$ cat src/rtl/tone_pwm_mixer_pkg.sv
// ---------------------------------------------------------------------------
// tone_pwm_pkg
// Shared types for the tone / PWM mixer block.
//   ch_state_t  : per-channel FSM state (IDLE / PLAY)
//   ch_cmd_t    : decoded per-channel command strobes (load / stop)
//   TICK_DIV_DEF: default clk cycles per duration tick (1 ms at 50 MHz)
// ---------------------------------------------------------------------------
package tone_pwm_pkg;

  localparam int TICK_DIV_DEF = 50000;

  typedef enum logic {
    CH_IDLE = 1'b0,
    CH_PLAY = 1'b1
  } ch_state_t;

  // load: valid command to this channel with a non-zero duration
  // stop: valid command to this channel with duration 0
  typedef struct packed {
    logic load;
    logic stop;
  } ch_cmd_t;

endpackage

$ cat src/rtl/tone_pwm_mixer_if.sv
// ---------------------------------------------------------------------------
// tone_pwm_mixer_if
// Command bus of the tone mixer. No back-pressure: a command is taken in
// every cycle cmd_valid is high.
//   cmd_valid    : command strobe
//   cmd_ch       : target channel index
//   cmd_half_per : square-wave half-period in clk cycles (0 = silent)
//   cmd_dur      : duration in ticks (0 = stop channel)
//   cmd_vol      : channel volume
//   cmd_err      : one-cycle pulse when cmd_ch addresses no channel
// Modports: master (command source), slave (mixer).
// ---------------------------------------------------------------------------
interface tone_pwm_mixer_if #(
  parameter int PER_W = 16,
  parameter int DUR_W = 12,
  parameter int VOL_W = 4
);
  logic             cmd_valid;
  logic [2:0]       cmd_ch;
  logic [PER_W-1:0] cmd_half_per;
  logic [DUR_W-1:0] cmd_dur;
  logic [VOL_W-1:0] cmd_vol;
  logic             cmd_err;

  modport master (
    output cmd_valid, cmd_ch, cmd_half_per, cmd_dur, cmd_vol,
    input  cmd_err
  );

  modport slave (
    input  cmd_valid, cmd_ch, cmd_half_per, cmd_dur, cmd_vol,
    output cmd_err
  );
endinterface

$ cat src/rtl/tone_pwm_mixer_channel.sv
// ---------------------------------------------------------------------------
// tone_channel
// One square-wave tone channel: IDLE/PLAY FSM, half-period phase counter,
// tick-based duration counter and volume register.
// Optional feature macro TONE_PWM_MIXER_FADE_EN: volume steps down by 1
// every 16 ticks while playing, never below 1.
// Ports:
//   clk, rstn  : core clock, async active-low reset
//   cmd        : decoded load/stop strobes for this channel
//   half_per, dur, vol : command fields, sampled on load
//   tick       : shared duration prescaler strobe
//   busy       : channel is in PLAY
//   done       : one-cycle pulse on natural expiry
//   phase      : current square-wave level
//   vol_out    : current volume
// ---------------------------------------------------------------------------
module tone_channel
  import tone_pwm_pkg::*;
#(
  parameter int PER_W = 16,
  parameter int DUR_W = 12,
  parameter int VOL_W = 4
) (
  input  logic             clk,
  input  logic             rstn,
  input  ch_cmd_t          cmd,
  input  logic [PER_W-1:0] half_per,
  input  logic [DUR_W-1:0] dur,
  input  logic [VOL_W-1:0] vol,
  input  logic             tick,
  output logic             busy,
  output logic             done,
  output logic             phase,
  output logic [VOL_W-1:0] vol_out
);

  ch_state_t        state_q, state_nxt;
  logic             expire;
  logic             done_q;
  logic             phase_q;
  logic [PER_W-1:0] hp_q, pcnt_q;
  logic [DUR_W-1:0] dur_q;
  logic [VOL_W-1:0] vol_q;

  always_ff @(posedge clk or negedge rstn) begin
    if (!rstn) state_q <= CH_IDLE;
    else       state_q <= state_nxt;
  end

  // A command always wins over a same-cycle expiry.
  always_comb begin
    state_nxt = state_q;
    expire    = 1'b0;
    unique case (state_q)
      CH_IDLE: if (cmd.load) state_nxt = CH_PLAY;
      CH_PLAY: begin
        if (cmd.load)      state_nxt = CH_PLAY;
        else if (cmd.stop) state_nxt = CH_IDLE;
        else if (tick && dur_q == DUR_W'(1)) begin
          state_nxt = CH_IDLE;
          expire    = 1'b1;
        end
      end
      default: state_nxt = CH_IDLE;
    endcase
  end

  always_comb begin
    busy    = (state_q == CH_PLAY);
    done    = done_q;
    phase   = phase_q;
    vol_out = vol_q;
  end

  always_ff @(posedge clk or negedge rstn) begin
    if (!rstn) done_q <= 1'b0;
    else       done_q <= expire;
  end

  // A silent tone (half_per = 0) starts and stays at phase 0.
  always_ff @(posedge clk or negedge rstn) begin
    if (!rstn) begin
      hp_q    <= '0;
      pcnt_q  <= '0;
      dur_q   <= '0;
      phase_q <= 1'b0;
    end else if (cmd.load) begin
      hp_q    <= half_per;
      pcnt_q  <= '0;
      dur_q   <= dur;
      phase_q <= |half_per;
    end else if (state_q == CH_PLAY) begin
      if (hp_q == '0) begin
        phase_q <= 1'b0;
        pcnt_q  <= '0;
      end else if (pcnt_q == hp_q - PER_W'(1)) begin
        phase_q <= ~phase_q;
        pcnt_q  <= '0;
      end else begin
        pcnt_q  <= pcnt_q + PER_W'(1);
      end
      if (tick) dur_q <= dur_q - DUR_W'(1);
    end else begin
      phase_q <= 1'b0;
    end
  end

`ifdef TONE_PWM_MIXER_FADE_EN
  logic [3:0] fade_q;

  always_ff @(posedge clk or negedge rstn) begin
    if (!rstn)                          fade_q <= '0;
    else if (cmd.load)                  fade_q <= '0;
    else if (state_q == CH_PLAY && tick) fade_q <= fade_q + 4'd1;
  end

  always_ff @(posedge clk or negedge rstn) begin
    if (!rstn)         vol_q <= '0;
    else if (cmd.load) vol_q <= vol;
    else if (state_q == CH_PLAY && tick && fade_q == 4'hF && vol_q > VOL_W'(1))
      vol_q <= vol_q - VOL_W'(1);
  end
`else
  always_ff @(posedge clk or negedge rstn) begin
    if (!rstn)         vol_q <= '0;
    else if (cmd.load) vol_q <= vol;
  end
`endif

endmodule

$ cat src/rtl/tone_pwm_mixer.sv
// ---------------------------------------------------------------------------
// tone_pwm_mixer
// NUM_CH square-wave tone channels mixed by volume into a 1-bit PWM stream.
// Optional feature macro TONE_PWM_MIXER_FADE_EN enables per-channel volume
// fade (see tone_channel).
// Ports:
//   clk, rstn : core clock, async active-low reset
//   cmd       : command bus (slave modport), includes cmd_err pulse
//   ch_busy   : per-channel PLAY status
//   ch_done   : per-channel one-cycle pulse on natural expiry
//   aud_pwm   : registered PWM audio bit
//   aud_sd    : amplifier enable, high while any channel plays
// ---------------------------------------------------------------------------
module tone_pwm_mixer
  import tone_pwm_pkg::*;
#(
  parameter int NUM_CH   = 4,
  parameter int PER_W    = 16,
  parameter int DUR_W    = 12,
  parameter int VOL_W    = 4,
  parameter int TICK_DIV = TICK_DIV_DEF
) (
  input  logic              clk,
  input  logic              rstn,
  tone_pwm_mixer_if.slave   cmd,
  output logic [NUM_CH-1:0] ch_busy,
  output logic [NUM_CH-1:0] ch_done,
  output logic              aud_pwm,
  output logic              aud_sd
);

  localparam int PWM_W = VOL_W + $clog2(NUM_CH);
  localparam int PRE_W = (TICK_DIV > 1) ? $clog2(TICK_DIV) : 1;

  logic [PRE_W-1:0] presc_q;
  logic             tick;
  logic             in_range;
  logic             cmd_err_q;
  logic [NUM_CH-1:0] ch_phase;
  logic [VOL_W-1:0]  ch_vol [NUM_CH];

  // Free-running prescaler shared by all channels; commands never touch it.
  assign tick = (presc_q == PRE_W'(TICK_DIV - 1));

  always_ff @(posedge clk or negedge rstn) begin
    if (!rstn)     presc_q <= '0;
    else if (tick) presc_q <= '0;
    else           presc_q <= presc_q + PRE_W'(1);
  end

  assign in_range = ({1'b0, cmd.cmd_ch} < 4'(NUM_CH));

  always_ff @(posedge clk or negedge rstn) begin
    if (!rstn) cmd_err_q <= 1'b0;
    else       cmd_err_q <= cmd.cmd_valid && !in_range;
  end

  assign cmd.cmd_err = cmd_err_q;

  for (genvar i = 0; i < NUM_CH; i++) begin : g_ch
    ch_cmd_t c_cmd;
    logic    hit;

    assign hit        = cmd.cmd_valid && (cmd.cmd_ch == 3'(i));
    assign c_cmd.load = hit && (cmd.cmd_dur != '0);
    assign c_cmd.stop = hit && (cmd.cmd_dur == '0);

    tone_channel #(
      .PER_W (PER_W),
      .DUR_W (DUR_W),
      .VOL_W (VOL_W)
    ) u_ch (
      .clk      (clk),
      .rstn     (rstn),
      .cmd      (c_cmd),
      .half_per (cmd.cmd_half_per),
      .dur      (cmd.cmd_dur),
      .vol      (cmd.cmd_vol),
      .tick     (tick),
      .busy     (ch_busy[i]),
      .done     (ch_done[i]),
      .phase    (ch_phase[i]),
      .vol_out  (ch_vol[i])
    );
  end

  assign aud_sd = |ch_busy;

  // Stage p0: combinational mix of all sounding channels.
  logic [PWM_W-1:0] mix_p0;

  always_comb begin
    mix_p0 = '0;
    for (int i = 0; i < NUM_CH; i++)
      if (ch_busy[i] && ch_phase[i]) mix_p0 = mix_p0 + PWM_W'(ch_vol[i]);
  end

  // Stage p1: PWM compare. The mix is sampled only at counter wrap so each
  // PWM period uses one consistent duty value.
  logic [PWM_W-1:0] pwm_cnt_q, mix_lat_q, mix_eff;
  logic             aud_pwm_p1;

  assign mix_eff = (pwm_cnt_q == '0) ? mix_p0 : mix_lat_q;

  always_ff @(posedge clk or negedge rstn) begin
    if (!rstn) begin
      pwm_cnt_q  <= '0;
      mix_lat_q  <= '0;
      aud_pwm_p1 <= 1'b0;
    end else begin
      pwm_cnt_q  <= pwm_cnt_q + PWM_W'(1);
      mix_lat_q  <= mix_eff;
      aud_pwm_p1 <= (pwm_cnt_q < mix_eff);
    end
  end

  assign aud_pwm = aud_pwm_p1;

endmodule

$ cat src/flat_wrapper.sv
// flat-port wrapper written by rule: the top's interface ports become plain ports
module tone_pwm_mixer_flat import tone_pwm_pkg::*;
#(
  parameter int NUM_CH   = 4,
  parameter int PER_W    = 16,
  parameter int DUR_W    = 12,
  parameter int VOL_W    = 4,
  parameter int TICK_DIV = TICK_DIV_DEF
)
  (clk, rstn, ch_busy, ch_done, aud_pwm, aud_sd, cmd_cmd_valid, cmd_cmd_ch, cmd_cmd_half_per, cmd_cmd_dur, cmd_cmd_vol, cmd_cmd_err);
  tone_pwm_mixer_if #(.PER_W(PER_W), .DUR_W(DUR_W), .VOL_W(VOL_W)) cmd_i ();
  input  logic clk;
  input  logic rstn;
  output logic [NUM_CH-1:0] ch_busy;
  output logic [NUM_CH-1:0] ch_done;
  output logic aud_pwm;
  output logic aud_sd;
  input wire logic [$bits(cmd_i.cmd_valid)-1:0] cmd_cmd_valid;
  input wire logic [$bits(cmd_i.cmd_ch)-1:0] cmd_cmd_ch;
  input wire logic [$bits(cmd_i.cmd_half_per)-1:0] cmd_cmd_half_per;
  input wire logic [$bits(cmd_i.cmd_dur)-1:0] cmd_cmd_dur;
  input wire logic [$bits(cmd_i.cmd_vol)-1:0] cmd_cmd_vol;
  output wire logic [$bits(cmd_i.cmd_err)-1:0] cmd_cmd_err;
  assign cmd_i.cmd_valid = cmd_cmd_valid;
  assign cmd_i.cmd_ch = cmd_cmd_ch;
  assign cmd_i.cmd_half_per = cmd_cmd_half_per;
  assign cmd_i.cmd_dur = cmd_cmd_dur;
  assign cmd_i.cmd_vol = cmd_cmd_vol;
  assign cmd_cmd_err = cmd_i.cmd_err;
  tone_pwm_mixer #(.NUM_CH(NUM_CH), .PER_W(PER_W), .DUR_W(DUR_W), .VOL_W(VOL_W), .TICK_DIV(TICK_DIV)) u_core (.clk(clk), .rstn(rstn), .cmd(cmd_i), .ch_busy(ch_busy), .ch_done(ch_done), .aud_pwm(aud_pwm), .aud_sd(aud_sd));
endmodule
$ cat config.mk
export PLATFORM = sky130hd
export DESIGN_NAME = tone_pwm_mixer_flat
export DESIGN_NICKNAME = d
export VERILOG_FILES = /design/src/rtl/tone_pwm_mixer_pkg.sv /design/src/rtl/tone_pwm_mixer_if.sv /design/src/rtl/tone_pwm_mixer_channel.sv /design/src/rtl/tone_pwm_mixer.sv /design/src/flat_wrapper.sv
export SDC_FILE = /design/constraint.sdc
export NUM_CORES = 1
export LEC_CHECK = 0
export ABC_AREA = 1
export CORE_MARGIN = 4
export CORE_UTILIZATION = 30
export DETAILED_ROUTE_END_ITERATION = 8
export HOLD_SLACK_MARGIN = 0.08
export MAX_ROUTING_LAYER = met4
export SLEW_MARGIN = 20
export SYNTH_ARGS = -nofsm -noshare
export SYNTH_HDL_FRONTEND = slang
export SYNTH_HIERARCHICAL = 1
export SYNTH_SLANG_ARGS = --single-unit
$ cat constraint.sdc
create_clock -name clk -period 5.5 [get_ports clk]
set_input_delay 1.1 -clock clk [delete_from_list [all_inputs] [get_ports clk]]
set_output_delay 1.1 -clock clk [all_outputs]
set_load 0.02 [all_outputs]
==> Word-level counts from Yosys, hierarchy flattened <==
Cells that the tools add are included.
{ "classes": {"add_sub_neg": 17, "magnitude_cmp": 2, "n_eq_ne": 16, "mux": 86, "n_bitwise": 8, "n_reduce_logical": 44} }
{ "ops": {"columns": ["operator", "n"], "rows": [
  ["$mux W16", 17],
  ["$mux W12", 12],
  ["$add A16 B1 Y16 const B", 5],
  ["$eq A16 B16 Y1", 4],
  ["$logic_not A16 Y1", 4],
  ["$sub A16 B1 Y16 const B", 4],
  ["$eq A12 B1 Y1 const B", 4],
  ["$mux W1", 48],
  ["$sub A12 B1 Y12 const B", 4],
  ["$mux W6", 4],
  ["$logic_and A1 B1 Y1", 21],
  ["$add A6 B4 Y6", 3],
  ["$eq A16 B16 Y1 const B", 1],
  ["$ne A4 B1 Y1 const B", 4],
  ["$reduce_bool A2 Y1", 8],
  ["$reduce_or A16 Y1", 1],
  ["$logic_not A12 Y1", 1],
  ["$reduce_bool A12 Y1", 1],
  ["$not A1 Y1", 8],
  ["$pmux W1 S2", 4],
  ["$reduce_and A2 Y1", 4],
  ["$add A6 B1 Y6 const B", 1],
  ["$eq A3 B2 Y1 const B", 2],
  ["$logic_not A6 Y1", 1],
  ["other kinds (7)", 7]
]} }
{ "word_totals": {"regBits": 234, "inputBits": 38, "output_inout_bits": 11, "elab_cells": 206} }

==> Longest topological paths before layout <==
Gate-level depths: netlist (run 1).
{ "logic_depth": {"ltp_word": 10, "depth_mapped": 30} }

==> Cells and area by module <==
The synthesis (run 1) kept the hierarchy.
{ "by_module_without_submodules": {"columns": ["module", "n_inst", "cells_each", "area_per_inst_um2", "seq_area_each_um2"], "rows": [
  ["tone_channel (u_core.g_ch[1].u_ch ...)", 3, 437, 3261.9, 1276.2],
  ["tone_channel (u_core.g_ch[0].u_ch)", 1, 450, 3220.6, 1276.2],
  ["tone_pwm_mixer", 1, 316, 2287.2, 750.7]
]} }

==> Worst setup path after synthesis (run 1) <==
Ideal clock, no wire load.
{ "synth_timing": {"path_type": "flip-flop to flip-flop", "start": "register u_core.g_ch[0].u_ch.state_q", "end": "register u_core.aud_pwm_p1, in the netlist u_core/aud_pwm", "arrival_ps": 3627, "setup_slack_ps": 1750, "stages_incl_launch_ff": 24, "n_path_buf": 0, "period_less_slack_ps": 3750, "cell_sequence": "dfrtp_1 nand2_1 nor2_2 ha_1 ha_1 o21ai_1 inv_2 ha_1 a21oi_1 o21ai_1 or2_2 nand3_1 nand2_1 ha_1 nand2_1 nor2_1 a211oi_1 o21ai_1 nand3_1 nand2_1 ha_1 nand2_1 o21ai_0 a21oi_1"} }
{ "synth_via": {"elab_chain_cells": 10} }
{ "synth_rtl": {"columns": ["item", "line", "source"], "rows": [
  ["from (decl)", "tone_pwm_mixer_channel.sv:37", "ch_state_t state_q, state_nxt;"],
  ["from (signal assigned)", "tone_pwm_mixer_channel.sv:47", "else state_q <= state_nxt;"],
  ["$logic_and A1 B1 Y1 (*)", "tone_pwm_mixer.sv:95", "if (ch_busy[i] && ch_phase[i]) mix_p0 = mix_p0 + PWM_W'(ch_vol[i]);"],
  ["$mux W4 (*)", "tone_pwm_mixer.sv:95", null],
  ["$add A6 B4 Y6", "tone_pwm_mixer.sv:95", null],
  ["$mux W6 (*)", "tone_pwm_mixer.sv:95", null],
  ["$add A6 B4 Y6", "tone_pwm_mixer.sv:95", null],
  ["$mux W6 (*)", "tone_pwm_mixer.sv:95", null],
  ["$add A6 B4 Y6", "tone_pwm_mixer.sv:95", null],
  ["$mux W6 (*)", "tone_pwm_mixer.sv:95", null],
  ["$mux W6 (*)", "tone_pwm_mixer.sv:103", "assign mix_eff = (pwm_cnt_q == '0) ? mix_p0 : mix_lat_q;"],
  ["$lt A6 B6 Y1 (*)", "tone_pwm_mixer.sv:113", "aud_pwm_p1 <= (pwm_cnt_q < mix_eff);"],
  ["to (signal assigned)", "tone_pwm_mixer.sv:113", null],
  ["to (decl)", "tone_pwm_mixer.sv:101", "logic aud_pwm_p1;"]
]} }
Mark *: on every way between the ends. The rest lies on a longest branch, timed or not.
A chain may end at the register's enable or synchronous reset.

==> Worst setup path in the final report (run 1) <==
{ "layout_timing": {"start": "register u_core.g_ch[0].u_ch.phase_q", "end": "register u_core.aud_pwm_p1, in the netlist u_core/aud_pwm"} }
{ "layout_via": {"elab_chain_cells": 10} }
{ "layout_rtl": {"columns": ["item", "line", "source"], "rows": [
  ["from (decl)", "tone_pwm_mixer_channel.sv:40", "logic phase_q;"],
  ["from (signal assigned)", "tone_pwm_mixer_channel.sv:91", "phase_q <= |half_per;"],
  ["from (signal assigned)", "tone_pwm_mixer_channel.sv:97", "phase_q <= ~phase_q;"],
  ["$logic_and A1 B1 Y1 (*)", "tone_pwm_mixer.sv:95", null],
  ["$mux W4 (*)", "tone_pwm_mixer.sv:95", null],
  ["$add A6 B4 Y6", "tone_pwm_mixer.sv:95", null],
  ["$mux W6 (*)", "tone_pwm_mixer.sv:95", null],
  ["$add A6 B4 Y6", "tone_pwm_mixer.sv:95", null],
  ["$mux W6 (*)", "tone_pwm_mixer.sv:95", null],
  ["$add A6 B4 Y6", "tone_pwm_mixer.sv:95", null],
  ["$mux W6 (*)", "tone_pwm_mixer.sv:95", null],
  ["$mux W6 (*)", "tone_pwm_mixer.sv:103", null],
  ["$lt A6 B6 Y1 (*)", "tone_pwm_mixer.sv:113", null]
]} }
Marked as above.

==> impl_results.md, run 1 <==
- Outcome: finished clean
- DR DRC count: 0
- Clock-pin slew on the worst setup and hold paths: 0.06 ns
- Clk pwr share: between 30% and 40%
- RSZ-0062 raised after global routing: false
- Hold slack: around 0.46 ns
- Sw frac: between 30 and 40%
- WP buf/inv: 4
- Synth-to-layout area growth: 14.83%
- Biggest area consumer among synthesized cells: dfrtp_1
- Synth Flop Type: dfrtp_1
- Unique masters post-synth: just under 50
- First-pass DRT Iterations: 5
- EDFF count, synth: 0
- Vias in the first global route: 13503
- Worst hold path cell count: 1
- Drt first-iter violations: between 1000 and 1500
- Critical path startpoint category: flip-flop
- Core box area: just over 50000 sq um
- RR Startpoint: u_core/g_ch[0].u_ch/phase$_DFFE_PN0P_
- Standard-cell rows: between 80 and 90
- Die Ht: approximately 230 microns
- Cells on worst reg2reg path: 30
- Later-pin clock latency in the skew report: between 0.5 and 0.6 ns
- Worst-Margin Slew: between 1 and 1.5 ns
- Worst Path Required: just under 6 ns
- Fillers: around 5300
- Combinational Power Share: 29.6%
- Most frequent CP cell: nand2_1
- CP Class: reg -> reg
- Worst min path class: reg -> reg
- PwrDens: roughly 360 nW/um^2
- Syn_nets: about 2200
- Leakage: approximately 8 nW
- Final hold violations: 0
- Max_cap viols: 0
- Area fraction of the dominant cell type after synthesis: 38.29%
- Placed instance count: between 2000 and 3000
- Wire length per cell: roughly 15 microns
- DR vias: roughly 14000
- Worst flop-to-flop path endpoint: u_core/aud_pwm$_DFF_PN0_
- Final critical-path required period: about 4.2 ns
- Ys Warns: 6
- Fmax: 0.2403 GHz
- Internal reg-to-reg setup slack: 1.34 ns
- I/O Pins: 49
- Vias per cell: 4.881
- Asr flop ratio synth: 100.0%
- Setup TNS: 0 ns
- Crit share post-route: about three quarters
- Slowest-stage cell, CP: dfrtp_1
- Biggest cell delay along the critical path: 0.44 ns
- Port bufs: between 40 and 50
- Initial antenna violation count: 5
- GRT Total Usage: 16.20%
- Slew margin rel.: a little under a third
- Non-Filler Instances: 2826
- Arr. time, crit path: approximately 4.6 ns
- Top cells by area, synth: dfrtp_1, nand2_1, xor2_1
- Worst Hold End: u_core/presc_q[0]$_DFF_PN0_
- Internal power: 4.008 mW
- VDD IR max: 0.2186 mV
- TritonCTS clock tree: yes
- Power share of the sequential group: a little under two fifths
- Starting Density: 30.42%
- Seq cells post-synth: 234
- Routed Antenna Nets: 0
- Mapped cell area: ~15000 sq um
- Seq/Total Area, Yosys: 38.29%
- Psw: approximately 2.3 mW
- Clock Sinks: between 200 and 250
- Hold wc startpoint: u_core/presc_q[0]$_DFF_PN0_
- Worst setup skew after layout: around 0.015 ns
- Layout cells sized above 1: under 10%
- Grt ovf: 0
- CTS buffer count: 29
- Largest net degree at the start of global routing: around 120
- Global-route wire length before repair: 70900 microns
- H-tree depth: 1
- Slew Viols, Final: 0
- Cts repair resizes: 0
- DIE WIDTH: between 200 and 250 microns
- Syn Inst Count: 2077
- Crit-path leading delay family: simple AND/OR/NAND/NOR gates
- Final HPWL DP: 31530 microns
- Total Nets Final: about 2200
- Die area: 54660 sq um
- Total power: between 6 and 7 mW
- Critical path endpoint category: flip-flop
- Clock buffer depth: 3
- Clk root buf: clkbuf_16
- Hold_buf cts: 0
- Setup repair bufs after CTS: 0
- Routed Wire Length: roughly 43000 microns
- Syn avg cell area: 7.363 sq um
- Setup-failing EPs final: 0
- Top fanout value on the critical path: 5
- GPL Wtd Cong: 0.9516
==> Yosys cell counts, types with 15 or more instances <==
master / instances
a21oi_1: 17
clkbuf_1: 31
dfrtp_1: 234
ha_1: 36
inv_1: 241
nand2_1: 645
nand2_2: 17
nand3_1: 123
nand3b_1: 18
nand4_1: 41
nor2_1: 186
nor2_2: 19
nor2_4: 15
nor3_1: 30
nor4_1: 47
o211ai_1: 32
o21ai_0: 83
o21ai_1: 19
o21ai_2: 24
xnor2_1: 40
xor2_1: 104
==> power groups by stage <==
stage / Clock [mW] / Combinational, mW / Sequential [mW]
global route: 2.22 / 2.16 / 2.41
CTS: 2.16 / 1.87 / 2.36
detailed placement: 0 / 1.86 / 2.38
global placement: 0 / 1.80 / 2.38
finish: 2.10 / 1.88 / 2.36
floorplan: 0 / 1.45 / 2.28
==> layer usage <==
| metal | GRT usage, % | part of all wire, % | wire, microns | vias up |
|---|---|---|---|---|
| met5 | - | 0 | 0 | - |
| met4 | 4.196 | 2.6 | 1113 | 0 |
| met3 | 3.158 | 6.3 | 2718 | 68 |
| met2 | 25.20 | 45 | 19340 | 334 |
| met1 | 21.73 | 46 | 19790 | 6576 |
| li1 | - | - | - | 6816 |
==> registers in the layout (all words and copies together) (netlist names) <==
name,flops
u_core/aud_pwm,1
u_core/cmd.cmd_err,1
u_core/g_ch.u_ch/busy,4
u_core/g_ch.u_ch/done,4
u_core/g_ch.u_ch/dur_q,48
u_core/g_ch.u_ch/hp_q,64
u_core/g_ch.u_ch/pcnt_q,64
u_core/g_ch.u_ch/phase,4
u_core/g_ch.u_ch/vol_out,16
u_core/mix_lat_q,6
u_core/presc_q,16
u_core/pwm_cnt_q,6
==> layout make-up <==
class                   count  area (sq um)  area share [%]
inverters                 251         942.2           5.365
repair buffers             59         568.0           3.235
clock buffers              39         793.3           4.517
diodes                      5         12.51         0.07125
flip-flops and latches    234          5856           33.34
well taps                 672         840.8           4.788
clock inverters            15         246.5           1.404
multi-input cells        1551          8303           47.28
==> cells by family after synthesis <==
family                   share of synthesized area (%)
adder cells (fa/ha/maj)                          3.207
AND/OR/NAND/NOR                                  34.46
AO/OA/AOI/OAI                                    8.214
flip-flops                                       38.29
XOR/XNOR                                         8.247
buffers and inverters                            7.584
==> metrics by stage <==
| step | cell area (sq um) | util, % | setup slack (ns) |
|---|---|---|---|
| final | 17560 | 34.93 | 1.338 |
| after global routing | 17560 | 34.93 | 0.9709 |
| after CTS | 17540 | 34.90 | 1.360 |
| after detailed placement | 16500 | 32.83 | 1.319 |
| after global placement | 16500 | 32.83 | 1.354 |
| after floorplan | 15290 | - | 1.750 |
==> worst max-delay path by stage <==
stage          cells after the start                                   from  slack [ns]                                        to
4_1_cts                           30  u_core/g_ch[0].u_ch/phase$_DFFE_PN0P_        1.36                  u_core/aud_pwm$_DFF_PN0_
3_3_place_gp                      11                         cmd_cmd_dur[1]        1.35  u_core/g_ch[0].u_ch/dur_q[2]$_DFFE_PN0P_
3_5_place_dp                      10                         cmd_cmd_dur[1]        1.32  u_core/g_ch[0].u_ch/dur_q[6]$_DFFE_PN0P_
5_1_grt                           30  u_core/g_ch[0].u_ch/phase$_DFFE_PN0P_        0.97                  u_core/aud_pwm$_DFF_PN0_
2_1_floorplan                     23     u_core/g_ch[0].u_ch/busy$_DFF_PN0_        1.75                  u_core/aud_pwm$_DFF_PN0_
6_report                          30  u_core/g_ch[0].u_ch/phase$_DFFE_PN0P_        1.34                  u_core/aud_pwm$_DFF_PN0_
==> layout by cell type, fill, tap and decap left out, types with 30 or more instances in the layout <==
cell type          n
o21ai_0           83
o211ai_1          32
xor2_1           104
nor4_1            47
nand3_1          123
inv_1            241
ha_1              36
clkdlybuf4s50_1   47
nand4_1           41
nand2_1          645
nor2_1           180
dfrtp_1          234
nor3_1            30
xnor2_1           40
Note: power is estimated with default switching activity, not from simulation.
==> inputs of run 2 (changes only) <==
==> constraint.sdc (replaced) <==
create_clock -name clk -period 3.62 [get_ports clk]
set_input_delay 0.724 -clock clk [delete_from_list [all_inputs] [get_ports clk]]
set_output_delay 0.724 -clock clk [all_outputs]
set_load 0.02 [all_outputs]
==> run 2 against run 1 <==
  * Hold slack worse by 0.35 ns
  * Final cell count is 1.2% higher
  * The flow now finishes with violations (negative setup slack)
  * Critical path type unchanged
  * Sequential cell count stayed put
  * Highest routed layer unchanged
  * Clock skew is 0.0022 ns higher
  * Utilization is 0.99 points higher
==> impl_results.md, run 2 (synthesis results as in run 1) <==
- CP Class: reg -> reg
- TritonCTS clock tree: yes
- Largest net degree at the start of global routing: 73
- Final HPWL DP: between 30000 and 40000 microns
- Leakage: 8.420 nW
- GPL Wtd Cong: between 0.9 and 1
- Setup-failing EPs final: 1
- Routed Antenna Nets: 0
- I/O Pins: around 50
- VDD IR max: ~0.31 mV
- Critical path endpoint category: flip-flop
- Vias in the first global route: around 14000
- Failing checks: negative setup slack
- Clk root buf: clkbuf_16
- Slew Viols, Final: 0
- Fmax: between 0.2 and 0.3 GHz
- Commonest non-fill, non-tap cell in the layout: nand2_1
- Outcome: finished, violations left
- Total Nets Final: 2241
- DR vias: approximately 14000
- Highest-count cells in the layout ignoring fill and taps: nand2_1, inv_1, dfrtp_1
- Reg area: 5857 sq um
- Post-route setup slack: -0.004112 ns
- Worst min path class: in -> async
- Slew margin rel.: 26.18%
- Worst setup skew after layout: roughly 0.017 ns
- Multi-input gate area: roughly 8500 sq um
- Total power: between 9 and 10 mW
- Worst Path Required: around 4.1 ns
- Grt ovf: 0
- Biggest cell delay along the critical path: 0.44 ns
- PwrDens: roughly 550 nW/um^2
- H-tree depth: 1
- Starting Density: 30.42%
- Final critical-path required period: between 3 and 4 ns
- DR DRC count: 0
- Dpl ws: -0.1510 ns
- Arr. time, crit path: between 4 and 5 ns
- Clock Sinks: 234
- Fillers: 5316
- Later-pin clock latency in the skew report: 0.57 ns
- Placed instance count: about 2800
- RSZ-0062 raised after global routing: true
- Global-route wire length before repair: a little over 70000 microns
- First-pass DRT Iterations: 5
- Max_cap viols: 0
- Routed Wire Length: about 43000 microns
- Non-Filler Instances: around 2900
- Die Ht: about 230 microns
- Wire length per cell: between 15 and 20 microns
- Final hold violations: 0
- Layout cells sized above 1: around 11%
- Setup TNS: -0.004112 ns
- Top fanout value on the critical path: 3
- CTS buffer count: 29
- Port bufs: 48
- Slowest-stage cell, CP: dfrtp_2
- Initial antenna violation count: 0
- DIE WIDTH: about 230 microns
- Critical path startpoint category: flip-flop
- Standard-cell rows: 82
- Vias per cell: just under 5
- Synth-to-layout area growth: 18.09%
- Core box area: 50270 sq um
- Cells along the critical path: buf_6, nand3_2, nand2_1, nand2_1, inv_1, ha_1, o21ai_2, buf_4, fa_2, o21ai_2, inv_2, fa_1, nor2_4, a211oi_4, nor2_1, nand3_1, nand3_1, nand2_1, ha_1, nand2_2, o21ai_2, a21oi_1
- Drt first-iter violations: ~980
- GRT Total Usage: approximately 16%
- Crit share post-route: 100.1%
- Clock-pin slew on the worst setup and hold paths: roughly 0.060 ns
- Die area: between 50000 and 60000 sq um
- Regs by FF count: u_core/g_ch.u_ch/hp_q: 64 flops, u_core/g_ch.u_ch/pcnt_q: 64 flops, u_core/g_ch.u_ch/dur_q: 48 flops
- Clock buffer depth: 3
- Number of diodes: 0
- Worst-Margin Slew: approximately 1.1 ns
==> run 2: cell count changes in the layout (fill, tap and decap cells not counted), moves of 7 or more <==
cell	delta
clkbuf_8	+7
nand2_1	-7
ha_1	-9
ha_4	+7
buf_4	+36
==> run 2: timing repair <==
action | 4_1_cts | 5_1_grt
resized for setup | 27 | 15
hold buffers | 0 | 0
hold endpoints to repair | 0 | 0
pin swaps | 16 | 16
endpoints found under the setup margin | 1 | 1
setup buffers | 1 | 1
==> run 2: through the flow <==
stage | hold WS, ns | util [%] | instance area, sq um
floorplan | 0.4284 | - | 15320
global placement | 0.4449 | 33.45 | 16810
detailed placement | 0.4552 | 33.45 | 16810
CTS | 0.1060 | 35.78 | 17990
global route | 0.1386 | 35.92 | 18060
finish | 0.1095 | 35.92 | 18060
==> run 2: area by class of cell <==
class	count	area share [%]
Clock inverter	8	0.7967
Timing Repair Buffer	98	4.877
Sequential cell	234	32.43
Clock buffer	46	4.926
Inverter	251	5.217
Tap cell	672	4.656
Multi-Input combinational cell	1551	47.10
==> run 2: routing by layer <==
metal	global-route usage [%]	part of all wire (%)	up-vias
met1	22.25	48	6512
met5	-	0	-
met2	25.01	43	324
li1	-	-	6890
met4	4.883	3.2	0
met3	2.272	5.3	79
==> run 2: final timing paths <==
check | from | slack [ns] | end | cells past startpoint
setup / recovery | u_core/g_ch[0].u_ch/busy$_DFF_PN0_ | -0.004 | u_core/aud_pwm$_DFF_PN0_ | 22
min in group clk | u_core/presc_q[0]$_DFF_PN0_ | 0.46 | u_core/presc_q[0]$_DFF_PN0_ | 1
setup reg to reg | u_core/g_ch[0].u_ch/busy$_DFF_PN0_ | -0.004 | u_core/aud_pwm$_DFF_PN0_ | 22
hold / removal | rstn | 0.11 | u_core/g_ch[0].u_ch/pcnt_q[12]$_DFFE_PN0P_ | 1
hold reg to reg | u_core/presc_q[0]$_DFF_PN0_ | 0.46 | u_core/presc_q[0]$_DFF_PN0_ | 1
max in group asynchronous | rstn | 2.58 | u_core/g_ch[3].u_ch/hp_q[6]$_DFFE_PN0P_ | 2
==> run 2: worst max-delay path, delay by kind of cell, from the launching register on <==
kind / cells / cell delay, ns
and+or+nand+nor: 9 / 0.71
adders and majority gates: 4 / 1.44
DFF: 1 / 0.44
AOI/OAI and AO/OA: 5 / 0.56
buffers and inverters: 4 / 0.37
==> run 2: power by group <==
part           internal, mW  leakage (nW)  switching [mW]
sequential             3.05          2.98           0.544
combinational          1.30          4.93            1.90
clock                  1.96         0.510            1.18
total                  6.30          8.42            3.62
